`src/rtl/corelet_ctrl.sv`:
```
// corelet_ctrl: host-side sequencer for corelet (L0 fill, kernel load, execute, OFIFO drain).
// Define CORELET_CTRL_SFP_EN to feed each drained word to the SFP.
module corelet_ctrl #(
  parameter int bw = 4,
  parameter int psum_bw = 16,
  parameter int col = 8,
  parameter int row = 8,
  parameter int L0_DEPTH = 64
) (
  input  logic                   clk,
  input  logic                   reset,
  input  logic                   start,
  input  logic [7:0]             len,
  output logic                   busy,
  output logic                   done,
  input  logic                   in_valid,
  output logic                   in_ready,
  input  logic [bw*row-1:0]      in_data,
  output logic                   out_valid,
  input  logic                   out_ready,
  output logic [psum_bw*col-1:0] out_data,
  output logic [2:0]             inst_w,
  output logic                   l0_wr,
  output logic                   l0_rd,
  output logic [bw*row-1:0]      l0_wdata,
  input  logic                   l0_ready,
  output logic                   ififo_wr,
  output logic                   ififo_rd,
  output logic [bw*row-1:0]      ififo_wdata,
  output logic                   ofifo_rd,
  input  logic                   ofifo_valid,
  input  logic [psum_bw*col-1:0] ofifo_rdata,
  output logic [psum_bw*col-1:0] sfp_psum,
  output logic                   sfp_acc
);
  localparam logic [2:0] IDLE = 3'd0, WLOAD = 3'd1, KLOAD = 3'd2, KTAIL = 3'd3, EXEC = 3'd4;
  localparam int OW = $clog2(L0_DEPTH) + 1;
  logic [2:0] state;
  logic [7:0] len_q, wcnt, tcnt, xwr, xrd, ocnt;
  logic [OW-1:0] occ;
  logic done_q, exec, hs, last;
  always_comb begin
    exec = state == EXEC;
    in_ready = state == WLOAD ? l0_ready : exec & l0_ready & (xwr < len_q);
    l0_wr = in_valid & in_ready;
    l0_rd = state == KLOAD | (exec & (occ != '0) & (xrd < len_q));
    ofifo_rd = exec & (len_q != 8'd0) & ofifo_valid & (!out_valid | out_ready);
    hs = exec & out_valid & out_ready;
    last = hs & (ocnt + 8'd1 == len_q);
  end
  assign busy = state != IDLE;
  assign done = done_q | (exec & (len_q == 8'd0));
  assign l0_wdata = in_data;
  assign ififo_wr = 1'b0;
  assign ififo_rd = 1'b0;
  assign ififo_wdata = '0;
  always_ff @(posedge clk) begin
    if (!reset) begin
      state <= IDLE;
      len_q <= '0;
      wcnt <= '0;
      tcnt <= '0;
      xwr <= '0;
      xrd <= '0;
      ocnt <= '0;
      occ <= '0;
      out_valid <= 1'b0;
      out_data <= '0;
      inst_w <= '0;
      done_q <= 1'b0;
    end else begin
      done_q <= last;
      // L0 data appears one cycle after the pop, so instructions trail l0_rd
      inst_w <= {1'b0, exec & l0_rd, state == KLOAD};
      occ <= occ + OW'(l0_wr) - OW'(l0_rd);
      out_valid <= ofifo_rd | (out_valid & !out_ready);
      if (ofifo_rd) out_data <= ofifo_rdata;
      else if (last) out_data <= '0;
      case (state)
        IDLE: if (start) begin
          state <= WLOAD;
          len_q <= len;
          wcnt <= '0;
          tcnt <= '0;
          xwr <= '0;
          xrd <= '0;
          ocnt <= '0;
          occ <= '0;
        end
        WLOAD: begin
          wcnt <= wcnt + 8'(l0_wr);
          if (l0_wr && wcnt == 8'(col - 1)) state <= KLOAD;
        end
        KLOAD: begin
          tcnt <= tcnt == 8'(col - 1) ? 8'd0 : tcnt + 8'd1;
          if (tcnt == 8'(col - 1)) state <= KTAIL;
        end
        KTAIL: begin
          tcnt <= tcnt + 8'd1;
          if (tcnt == 8'(row - 1)) state <= EXEC;
        end
        EXEC: begin
          xwr <= xwr + 8'(l0_wr);
          xrd <= xrd + 8'(l0_rd);
          ocnt <= ocnt + 8'(hs);
          if (last || len_q == 8'd0) state <= IDLE;
        end
        default: state <= IDLE;
      endcase
    end
  end
`ifdef CORELET_CTRL_SFP_EN
  logic acc_q;
  always_ff @(posedge clk) begin
    if (!reset) acc_q <= 1'b0;
    else acc_q <= ofifo_rd;
  end
  assign sfp_psum = out_data;
  assign sfp_acc = acc_q;
`else
  assign sfp_psum = '0;
  assign sfp_acc = 1'b0;
`endif
endmodule

```
`config.mk`:
```
export PLATFORM = sky130hd
export DESIGN_NAME = corelet_ctrl
export DESIGN_NICKNAME = d
export VERILOG_FILES = /design/src/rtl/corelet_ctrl.sv
export SDC_FILE = /design/constraint.sdc
export NUM_CORES = 1
export LEC_CHECK = 0
export ABC_AREA = 1
export CORE_AREA = 2 2 200 202
export DETAILED_ROUTE_END_ITERATION = 12
export DIE_AREA = 0 0 202 204
export GPL_TIMING_DRIVEN = 1
export SLEW_MARGIN = 20
export SYNTH_ARGS = -nofsm -noshare
export SYNTH_HDL_FRONTEND = slang
export SYNTH_SLANG_ARGS = --single-unit
export TNS_END_PERCENT = 100
```
`constraint.sdc`:
```
create_clock -name clk -period 3.5 [get_ports clk]
set_input_delay 1.05 -clock clk [delete_from_list [all_inputs] [get_ports clk]]
set_output_delay 1.05 -clock clk [all_outputs]
set_load 0.03 [all_outputs]
```
==> flow_summary.json <==
{
  "status": "finished, final reports clean",
  "clkLatencyLatePin_ns": 0.47,
  "hp-start": "out_data[114]",
  "cts.clk_slew.worst_paths_ns": 0.07,
  "ir_worst_vdd_v": 0.000352,
  "r2r_setup_slack_ns": 0.35,
  "floorplan.initialDensity_pct": 24.5,
  "worstHoldPathCells": 2,
  "final_common_cell": "nand2_1",
  "r2r-end": "occ[5]",
  "syn_area_per_cell_sq_um": 7.47,
  "critPathMaxFanout": 4,
  "reg2reg_depth": 22,
  "fmax_mhz": 300,
  "drtIter0Drc": 448,
  "routed_wl_microns": 27200,
  "setup-violations-final": 0,
  "core_area_sq_mm": 0.0392,
  "cts_buffer_depth": 2,
  "startpoint_type": "register",
  "maxCapViolCount": 0,
  "r2r-start": "len_q[1]",
  "holdBufCountCts": 0,
  "synth_seq_area_share_pct": 39.6,
  "dieArea_sq_mm": 0.0412,
  "rsz0062_at_grt": "no",
  "p_leak_nw": 4.89,
  "synth.area.top_cells": "dfxtp_1, buf_4, nand2_1",
  "relSlewSlack_pct": 62.4,
  "worstPathRequired_ns": 2.45,
  "drc_errors": 0,
  "wire_per_inst_microns": 13.2,
  "synth_cells": 1285,
  "layout-drive-gt1-share_pct": 5.14,
  "fin_crit_ns": 3.33,
  "dp.final_hpwl_microns": 20400,
  "multiInputGateArea_sq_mm": 0.00429,
  "first_global_vias": 7765,
  "grt_max_degree": 76,
  "grt_usage_pct": 13.0,
  "ys_warn_count": 0,
  "pwr_density_cell_mw_per_mm2": 559,
  "seq_area_sq_mm": 0.00381,
  "n_antenna_cell": 0,
  "fp-row-count": 73,
  "cp-end-kind": "output pin",
  "cts_made_buffers": 17,
  "final.period_utilization_pct": 95.2,
  "slew_viol_final": 0,
  "grt_overflow_total": 0,
  "nNetsFinal": 1733,
  "synthDistinctLibCells": 34,
  "synthArstFlopShare_pct": 0,
  "arrival_ns": 2.28,
  "finClkSkew_ns": 0.00972,
  "gp_congestion": 0.808,
  "cts_max_level": 4,
  "synth_edf_count": 0,
  "whs_endpoint": "out_data[114]",
  "grt_pass1_wl_microns": 42100,
  "avgViaCountPerCell": 4.07,
  "finalHoldViolations": 0,
  "antenna_left": 0,
  "fp.dieW_microns": 202,
  "ioPinCount": 508,
  "yosys.area.top_type": "dfxtp_1",
  "area_delta_synth_final_pct": 33.1,
  "tightest_slew_ns": 0.564,
  "final_util_pct": 32.6,
  "synthFlopType": "dfxtp_1",
  "power_mw": 7.13,
  "synth_top_area_share_pct": 39.6,
  "vias": 8385,
  "final_cell_mix": "nand2_1, clkdlybuf4s50_1, dfxtp_1",
  "critical_path_class": "register to output pin",
  "cts-root-buf": "clkbuf_16",
  "firstDrtPassIters": 6,
  "hold_class": "register to register",
  "antenna_found_initial": 0,
  "fill_cells": 4133,
  "netlist_area_sq_mm": 0.00960,
  "clock_sinks": 190,
  "cts_tree": "built",
  "die_h_microns": 204,
  "numPortBuffers": 279,
  "ys_ff_latch": 190,
  "fin_tns_setup_ns": 0
}
==> per-layer routing <==
layer	up-vias	global-route usage, %	share of wire [%]
li1	4241	-	-
met1	3774	16.2	43
met2	320	20.1	46
met3	50	4.66	8.1
met4	0	6.01	3.0
met5	-	0	0
==> final cells by class <==
type / instances / share of cell area [%]
timing repair buffer: 308 / 24.2
sequential: 190 / 29.8
clock inverter: 15 / 1.41
clock buffer: 17 / 3.33
multi-input combinational: 925 / 33.6
inverter: 82 / 2.45
tap: 525 / 5.14
==> metrics by stage <==
stage / worst slack [ns] / std cells / hold slack [ns] / instance area, sq um
global placement: 0.233 / 2029 / 0.447 / 12100
detailed placement: 0.217 / 2029 / 0.451 / 12100
global route: 0.00400 / 2062 / 0.477 / 12800
finish: 0.168 / 2062 / 0.459 / 12800
floorplan: 0.352 / 1448 / 0.440 / 10200
CTS: 0.00326 / 2061 / 0.463 / 12700
==> timing repair <==
item	4_1_cts	5_1_grt
pin swaps	0	2
gates resized for setup	3	8
setup endpoints to repair	2	3
buffers inserted	0	1
==> kinds of logic (layout without fill, tap and decap cells) <==
logic type	Yosys count	after routing	synth area share, %
other	1	164	0.0391
adders and majority gates	34	34	4.51
xor gates and xnor gates	7	7	0.639
and+or+nand+nor	490	490	20.4
DFF	190	190	39.6
buffers and inverters	333	422	22.2
AOI/OAI and AO/OA	230	230	12.5
==> worst max-delay path: stages, from the launching register on <==
cell and delay, ns:
dfxtp_2 0.33, inv_1 0.06, buf_4 0.16, ha_1 0.31, nand4_1 0.08, nand3b_1 0.08, nor2_1 0.12, nand2_1 0.09
nand2_2 0.10, nand2_2 0.08, nor2_4 0.13, buf_4 0.15, buf_6 0.13
==> where the power goes <==
group / switching, mW / internal (mW) / total, mW
Combinational: 1.65 / 0.940 / 2.59
Sequential: 0.135 / 2.37 / 2.50
Clock: 0.960 / 1.08 / 2.04
==> flip-flops by register name (all words and copies together), names as in the netlist <==
signal and count:
out_data 128, len_q 8, ocnt 8, tcnt 8, wcnt 8, xrd 8
xwr 8, occ 7, state 3, inst_w 2, done_q 1, out_valid 1
==> cell usage after synthesis, types with 2 or more instances <==
| cell type | count |
|---|---|
| nor3_1 | 16 |
| a21oi_1 | 177 |
| o21a_1 | 3 |
| dfxtp_1 | 190 |
| o21ai_0 | 35 |
| clkbuf_1 | 25 |
| xor2_1 | 4 |
| inv_2 | 4 |
| nand4_1 | 12 |
| inv_1 | 78 |
| a211oi_1 | 5 |
| a221oi_1 | 2 |
| nor2_1 | 41 |
| xnor2_1 | 3 |
| ha_1 | 33 |
| buf_4 | 209 |
| nand3_1 | 29 |
| nor4_1 | 2 |
| nand3b_1 | 4 |
| a32oi_1 | 2 |
| nand2_1 | 384 |
| buf_6 | 12 |
| buf_2 | 4 |
==> worst max-delay path by stage <==
stage / start / to / slack [ns]
3_3_place_gp: l0_ready / occ[6] / 0.23
5_1_grt: len_q[5] / l0_wr / 0.004
2_1_floorplan: len_q[6] / occ[6] / 0.35
6_report: len_q[5] / l0_wr / 0.17
3_5_place_dp: l0_ready / occ[6] / 0.22
4_1_cts: len_q[6] / l0_wr / 0.003
No activity file was read; power rests on OpenSTA's default activity.
